===== config.mk =====
export PLATFORM = sky130hd
export DESIGN_NAME = rr_ring_arbiter
export DESIGN_NICKNAME = d
export VERILOG_FILES = /design/src/rtl/rr_ring_arbiter.sv
export SDC_FILE = /design/constraint.sdc
export NUM_CORES = 1
export LEC_CHECK = 0
export CAP_MARGIN = 20
export CORE_MARGIN = 2
export CORE_UTILIZATION = 59
export CTS_BUF_LIST = sky130_fd_sc_hd__clkbuf_4 sky130_fd_sc_hd__clkbuf_8
export DETAILED_ROUTE_END_ITERATION = 10
export PLACE_DENSITY_LB_ADDON = 0.15
export RECOVER_POWER = 25
export SLEW_MARGIN = 20
export SYNTH_ARGS = -nofsm -noshare
export SYNTH_HDL_FRONTEND = slang
export SYNTH_SLANG_ARGS = --single-unit

===== constraint.sdc =====
create_clock -name clk -period 4.6 [get_ports clk]
set_input_delay 0.92 -clock clk [delete_from_list [all_inputs] [get_ports clk]]
set_output_delay 0.92 -clock clk [all_outputs]
set_load 0.02 [all_outputs]

===== src/rtl/rr_ring_arbiter.sv =====
// Round-robin arbiter with a one-hot rotating priority pointer and a hold counter
// that forces rotation once the owner has held the grant MAX_HOLD cycles while others wait.
`timescale 1ns/1ps

module rr_ring_arbiter #(
   parameter int N        = 4,
   parameter int MAX_HOLD = 8,
   parameter int HOLD_W   = $clog2(MAX_HOLD + 1),
   parameter int ID_W     = $clog2(N)
) (
   input  logic              clk,
   input  logic              reset_n,
   input  logic [N-1:0]      req,
   output logic [N-1:0]      grant,
   output logic              grant_valid,
   output logic [ID_W-1:0]   grant_id,
   output logic [N-1:0]      ptr,
   output logic [HOLD_W-1:0] hold_cnt,
   output logic              arb_state
);

   // Interface contract: grant_valid is high exactly while one grant bit is set;
   // a requester owns the resource for every cycle its grant bit is high, and gives
   // it back by dropping req (observed at the next rising edge).

   typedef enum logic {
      IDLE  = 1'b0,
      GRANT = 1'b1
   } state_t;

   localparam logic [HOLD_W-1:0] HOLD_MAX = HOLD_W'(MAX_HOLD);
   localparam logic [HOLD_W-1:0] HOLD_ONE = HOLD_W'(1);

   state_t              state_q, state_d;
   logic [N-1:0]        grant_q, grant_d;
   logic [N-1:0]        ptr_q, ptr_d;
   logic [HOLD_W-1:0]   hold_q, hold_d;

   logic [N-1:0]        others;
   logic [N-1:0]        ptr_next;
   logic                release_grant;
   logic                timeout;

   // First set bit of v, scanning upward from the bit set in p, wrapping at N-1.
   function automatic logic [N-1:0] sel(input logic [N-1:0] v, input logic [N-1:0] p);
      logic [N-1:0] r;
      logic         found;
      int           base;
      int           idx;
      r     = '0;
      found = 1'b0;
      base  = 0;
      idx   = 0;
      for (int i = 0; i < N; i++) begin
         if (p[i]) base = i;
      end
      for (int k = 0; k < N; k++) begin
         idx = (base + k >= N) ? (base + k - N) : (base + k);
         if (!found && v[idx]) begin
            r[idx] = 1'b1;
            found  = 1'b1;
         end
      end
      return r;
   endfunction

   function automatic logic [N-1:0] rot(input logic [N-1:0] g);
      return {g[N-2:0], g[N-1]};
   endfunction

   assign others        = req & ~grant_q;
   assign ptr_next      = rot(grant_q);
   assign release_grant = ~|(req & grant_q);
   assign timeout       = (hold_q == HOLD_MAX) && (|others);

   always_ff @(posedge clk or negedge reset_n) begin
      if (!reset_n) begin
         state_q <= IDLE;
         grant_q <= '0;
         ptr_q   <= {{(N-1){1'b0}}, 1'b1};
         hold_q  <= '0;
      end else begin
         state_q <= state_d;
         grant_q <= grant_d;
         ptr_q   <= ptr_d;
         hold_q  <= hold_d;
      end
   end

   always_comb begin
      state_d = state_q;
      grant_d = grant_q;
      ptr_d   = ptr_q;
      hold_d  = hold_q;
      case (state_q)
         IDLE: begin
            if (|req) begin
               grant_d = sel(req, ptr_q);
               hold_d  = HOLD_ONE;
               state_d = GRANT;
            end
         end
         GRANT: begin
            // Release and timeout together are one end-of-grant: pointer moves once.
            if (release_grant || timeout) begin
               ptr_d = ptr_next;
               if (|others) begin
                  grant_d = sel(others, ptr_next);
                  hold_d  = HOLD_ONE;
               end else begin
                  grant_d = '0;
                  hold_d  = '0;
                  state_d = IDLE;
               end
            end else if (hold_q != HOLD_MAX) begin
               hold_d = hold_q + HOLD_ONE;
            end
         end
         default: begin
            state_d = IDLE;
            grant_d = '0;
            hold_d  = '0;
         end
      endcase
   end

   always_comb begin
      grant_id = '0;
      for (int i = 0; i < N; i++) begin
         if (grant_q[i]) grant_id = ID_W'(i);
      end
   end

   assign grant       = grant_q;
   assign grant_valid = |grant_q;
   assign ptr         = ptr_q;
   assign hold_cnt    = hold_q;
   assign arb_state   = state_q;

endmodule


# ---- After elaboration in Yosys (flattened, before gate mapping)
# Index checks and enable logic that the tools add are counted.
dict set report totals {
  register_bits 13
  word_cells 207
}
dict set report op_classes {
  addsub 15
  n_lt_le_gt_ge 24
  n_eq_ne 5
  mux 119
  n_bitwise 10
  reduce_logical 30
}
# operator count
set op_table {}
lappend op_table {{32-bit two-way mux} 17}
lappend op_table {{32-bit by 1-bit >= comparator with 1-bit output, second input constant} 8}
lappend op_table {{32-bit by 4-bit >= comparator with 1-bit output, second input constant} 8}
lappend op_table {{32-bit by 4-bit less-than comparator with 1-bit output, second input constant} 8}
lappend op_table {{32-bit by 4-bit subtractor with 32-bit output, second input constant} 8}
lappend op_table {{32-bit by 3-bit adder with 32-bit output, second input constant} 4}
lappend op_table {{4-bit two-way mux} 29}
lappend op_table {{32-bit by 2-bit adder with 32-bit output, second input constant} 2}
lappend op_table {{1-bit two-way mux} 52}
lappend op_table {{4-bit OR} 6}
lappend op_table {{1-bit binary-select mux with 2-bit select} 8}
lappend op_table {{1-bit demux with 2-bit select} 8}
lappend op_table {{4-bit case mux with 2 select lines} 2}
lappend op_table {{4-bit OR reduction} 4}
lappend op_table {{1-bit logical AND} 15}
lappend op_table {{4-bit bitwise AND} 2}
lappend op_table {{1-bit zero test} 7}
lappend op_table {{2-bit AND reduction} 3}
lappend op_table {{4-bit by 1-bit adder with 4-bit output, second input constant} 1}
lappend op_table {{4-bit == test, second input constant} 1}
lappend op_table {{2-bit two-way mux} 2}
lappend op_table {{4-bit inequality test, second input constant} 1}
lappend op_table {{4-bit inverter} 1}
lappend op_table {{3-bit by 1-bit inequality test with 1-bit output, second input constant} 1}
lappend op_table {{5 further kinds} 5}

# ---- Longest topological paths before layout
dict set report depth {
  word_depth 34
  depth_mapped 10
  mapped_depth_nobuf 9
}

# ---- Worst setup path after synthesis
# No wires, ideal clock.
dict set report synth_timing {
  path_kind {reg2reg}
  from {register ptr_q[3] (netlist: ptr[3])}
  to {register grant_q[0] (netlist: grant[0])}
  setup_ps 129
  t_arrival_ps 2703
  required_time_ps 4471
  setup_slack_ps 1768
  path_stages_with_launch 10
  cell_sequence {dfrtp_1 -> buf_4 -> nor2_1 -> inv_1 -> ha_1 -> a2111oi_1 -> nor3_1 -> a22oi_1 -> a21oi_1 -> a2111o_1}
}
dict set report synth_via {
  elab_chain_len 26
  elab_cells_between_ends 80
  cone_classes {add/sub (7); order compare (12); mux (48); bitwise (3); reduce/logical (10)}
}
# item line_no
set synth_lines {}
lappend synth_lines {{from (decl)} 36} ;# logic [N-1:0] ptr_q, ptr_d;
lappend synth_lines {{from (signal assigned)} 80} ;# ptr_q <= {{(N-1){1'b0}}, 1'b1};
lappend synth_lines {{from (signal assigned)} 85} ;# ptr_q <= ptr_d;
lappend synth_lines {{32-bit two-way mux (*)} 55} ;# if (p[i]) base = i;
lappend synth_lines {{32-bit two-way mux (*)} 97} ;# if (|req) begin
lappend synth_lines {{32-bit two-way mux (*)} 95} ;# case (state_q)
lappend synth_lines {{branches (longest 20 deep; another with 32-bit by 2-bit adder with 32-bit output)} --}
lappend synth_lines {{4-bit two-way mux (*)} 59} ;# if (!found && v[idx]) begin
lappend synth_lines {{4-bit two-way mux (*)} 97}
lappend synth_lines {{4-bit case mux with 2 select lines (*)} 95}
lappend synth_lines {{to (signal assigned)} 84} ;# grant_q <= grant_d;
lappend synth_lines {{to (decl)} 35} ;# logic [N-1:0] grant_q, grant_d;
# Mark *: on every way between the ends. The select of a mux whose other input is x is not followed.
# A chain may end at the register's enable or synchronous reset.

# ---- Worst setup path in the final report
# Ends and elaborated chain as after synthesis.

==> impl_results.md <==
- Status: finished clean
- Synth cell types: 50
- Async S/R FF share, synth: 1.000
- Final setup viols: 0
- Worst hold path type: flop to flop
- Final instance area: 1510 µm²
- RR Endpoint: grant[0]$_DFFE_PN0P_
- Final Power: 0.001026 W
- Rows: 16
- GR peak layer: met2
- Number of global-route vias before repair: 1,213
- # diodes: 0
- DP Area: 1480 µm²
- Die ar.: 2590 µm²
- Stages on worst setup path: 9
- Sw frac: 0.4971
- Initial antenna violation count: 0
- Fin util: 0.7469
- GR Layer Usage met3: 0.05263
- Reg power frac: 0.236
- Worst slew pin tran: 616.5 ps
- Final min period: 3227 ps
- Skew-Pair Late Insertion Delay: 270 ps
- Via count: 1,206
- R2R depth: 9
- CTS tree: done
- All-Layer GR Usage: 0.2936
- #FFs+latches synth: 13
- Die width: 50.90 µm
- Final WL: 3390 µm
- Post-Syn Nets: 159
- Htree depth: 1
- Root Driver: clkbuf_4
- Met1 Use GR: 0.4154
- Crit path cell chain: nor2_1 -> inv_1 -> ha_1 -> nor2b_1 -> a2111oi_1 -> nor3_1 -> a22oi_1 -> a21oi_1 -> a2111o_1
- R2r setup slk: 1370 ps
- CTS max path bufs: 2
- Crit end category: flop
- NumNets Final: 177
- Setup CP Type: flop to flop
- HPWL after DPL: 2489 µm
- Seq/Total Area, Yosys: 0.2517
- CORE AREA: 2022 µm²
- GR Overflow Total: 0
- Fin. max-slew vios: 0
- Pint: 0.0005162 W
- Crit path launch: ptr[3]$_DFFE_PN0P_
- TNS Setup: 0 ps
- Mean Syn Cell Area: 9.073 µm²
- Crit Path Max Fanout: 13
- 1st-iter DRT viols: 29
- Post_cts resized: 0
- RSZ-0062 raised after global routing: no
- Crit path arrival time: 3390 ps
- Vias per cell: 6.449
- Skew final: 1.867 ps
- Leading cell types in the layout, fill and taps excluded: clkdlybuf4s50_1 (20), dfrtp_1 (12), o21ai_0 (11)
- Clk sink count: 13
- VDD IR max: 0.0004409 V
- Storage cell area: 326.6 µm²
- Max incr delay on CP: 540 ps
- Starting density of the core: 0.6417
- Commonest non-fill, non-tap cell in the layout: clkdlybuf4s50_1
- Worst setup path end: grant[0]$_DFFE_PN0P_
- Largest delay share family, worst path: compound AO/OA/AOI/OAI gates
- Clk slew on worst S/H paths: 80 ps
- Top_reg_cell synth: dfrtp_1
- Ys Warns: 0
- Syn Std Cell Area: 1297 µm²
- FMAX: 0.3099 GHz
- Pre-CTS WS: 1393 ps
- WL per Instance: 18.13 µm
- Largest net degree at the start of global routing: 15
- Gate power share: 0.689
- Routability congestion estimate: 0.8646
- Max_cap viols: 0
- Setup Buffers After CTS: 0
- Slew margin rel.: 0.5875
- Grt met2 use: 0.4539
- Antenna-violating nets left: 0
- # DRC: 0
- Leak: 0.6024 nW
- Setup WS post-layout: 1373 ps
- # hold bufs at CTS: 0
- Period utilisation layout: 0.7015
- Number of enable flip-flop cells after synthesis: 0
- # fillers: 142
- Drt first pass iters: 4
- Post-Synthesis Cells: 143
- Multi-input logic area: 883.3 µm²
- Port buffer count: 21
- First-pass GRT wire length: 5692 µm
- PD cells: 679.7 nW/µm²
- Clk pwr share: 0.075
- Data required time of the critical path: 4760 ps
- Final hold vios: 0
- Io pins: 22
- Crit start category: flop
- Critical-path top delay cell: nor2_1
- Share of layout cells above drive strength 1: 0.1438
- WP buf/inv: 1
- Num CTS Buffers: 3
- Psw: 0.0005102 W
- Area Overhead vs Synth: 16.39%
- Chip height: 50.90 µm
- Worst reg2reg startpoint: ptr[3]$_DFFE_PN0P_
stage by stage:
stage	hold WS [ps]	instances
finish	583.7	187
floorplan	624.4	143
CTS	581.7	187
global route	601.9	187
detailed placement	562.9	183
global placement	540.6	183
tightest hold or removal path, stage by stage, from the launching register on:
cell     delay [ps]
dfrtp_1         410
nand2_1          60
o21ai_0          80
synthesized netlist by cell type (3+ instances only):
| master | n | area, µm² |
|---|---|---|
| nor2_1 | 7 | 26.28 |
| inv_1 | 6 | 22.52 |
| o21ai_0 | 11 | 55.05 |
| or2_2 | 3 | 18.77 |
| buf_6 | 3 | 33.78 |
| nand3_1 | 3 | 15.01 |
| ha_1 | 10 | 125.1 |
| nand2b_1 | 7 | 43.79 |
| dfrtp_1 | 12 | 300.3 |
| nand2_1 | 8 | 30.03 |
| a21oi_1 | 6 | 30.03 |
| mux2_2 | 4 | 45.04 |
| a22oi_1 | 10 | 75.07 |
| nor2b_1 | 5 | 31.28 |
| o211ai_1 | 3 | 22.52 |
| buf_2 | 4 | 20.02 |
flip-flops by register name, indices dropped and copies added (netlist names):
register,cells
arb_state,1
grant,4
hold_cnt,4
ptr,4
layout make-up:
cell class              instances  area share
well taps                      27     0.02237
inverters                       7     0.01740
clock buffers                   4     0.01988
repair buffers                 21      0.1392
multi-input cells             115      0.5849
flip-flops and latches         13      0.2162
power by group through the flow:
stage               clock (W)  combinational (W)  sequential, W
finish              0.0000768           0.000707       0.000243
global route        0.0000824           0.000768       0.000251
CTS                 0.0000776           0.000702       0.000240
detailed placement          0           0.000693       0.000241
global placement            0           0.000675       0.000239
floorplan                   0           0.000478       0.000243
routing by layer:
metal	wire (µm)	vias to the layer above
li1	-	568
met1	1505	568
met2	1561	67
met3	312	3
met4	12	0
met5	0	-
logic make-up after synthesis:
| group | synth area share |
|---|---|
| simple gates | 0.2324 |
| compound gates | 0.2883 |
| buf+inv | 0.06750 |
| flops | 0.2517 |
| fa+ha+maj | 0.09643 |
| mux | 0.05014 |
| xor+xnor | 0.01350 |
worst min-delay path by stage:
stage | start | endpoint | slack, ps | cells after the start
final | hold_cnt[3]$_DFFE_PN0P_ | hold_cnt[3]$_DFFE_PN0P_ | 580 | 2
after global routing | hold_cnt[3]$_DFFE_PN0P_ | hold_cnt[3]$_DFFE_PN0P_ | 600 | 2
after CTS | hold_cnt[3]$_DFFE_PN0P_ | hold_cnt[3]$_DFFE_PN0P_ | 580 | 2
after detailed placement | hold_cnt[3]$_DFFE_PN0P_ | hold_cnt[3]$_DFFE_PN0P_ | 560 | 2
after global placement | hold_cnt[3]$_DFFE_PN0P_ | hold_cnt[3]$_DFFE_PN0P_ | 540 | 2
after floorplan | reset_n | arb_state$_DFF_PN0_ | 620 | 0
Power figures use the tool's default switching activity.
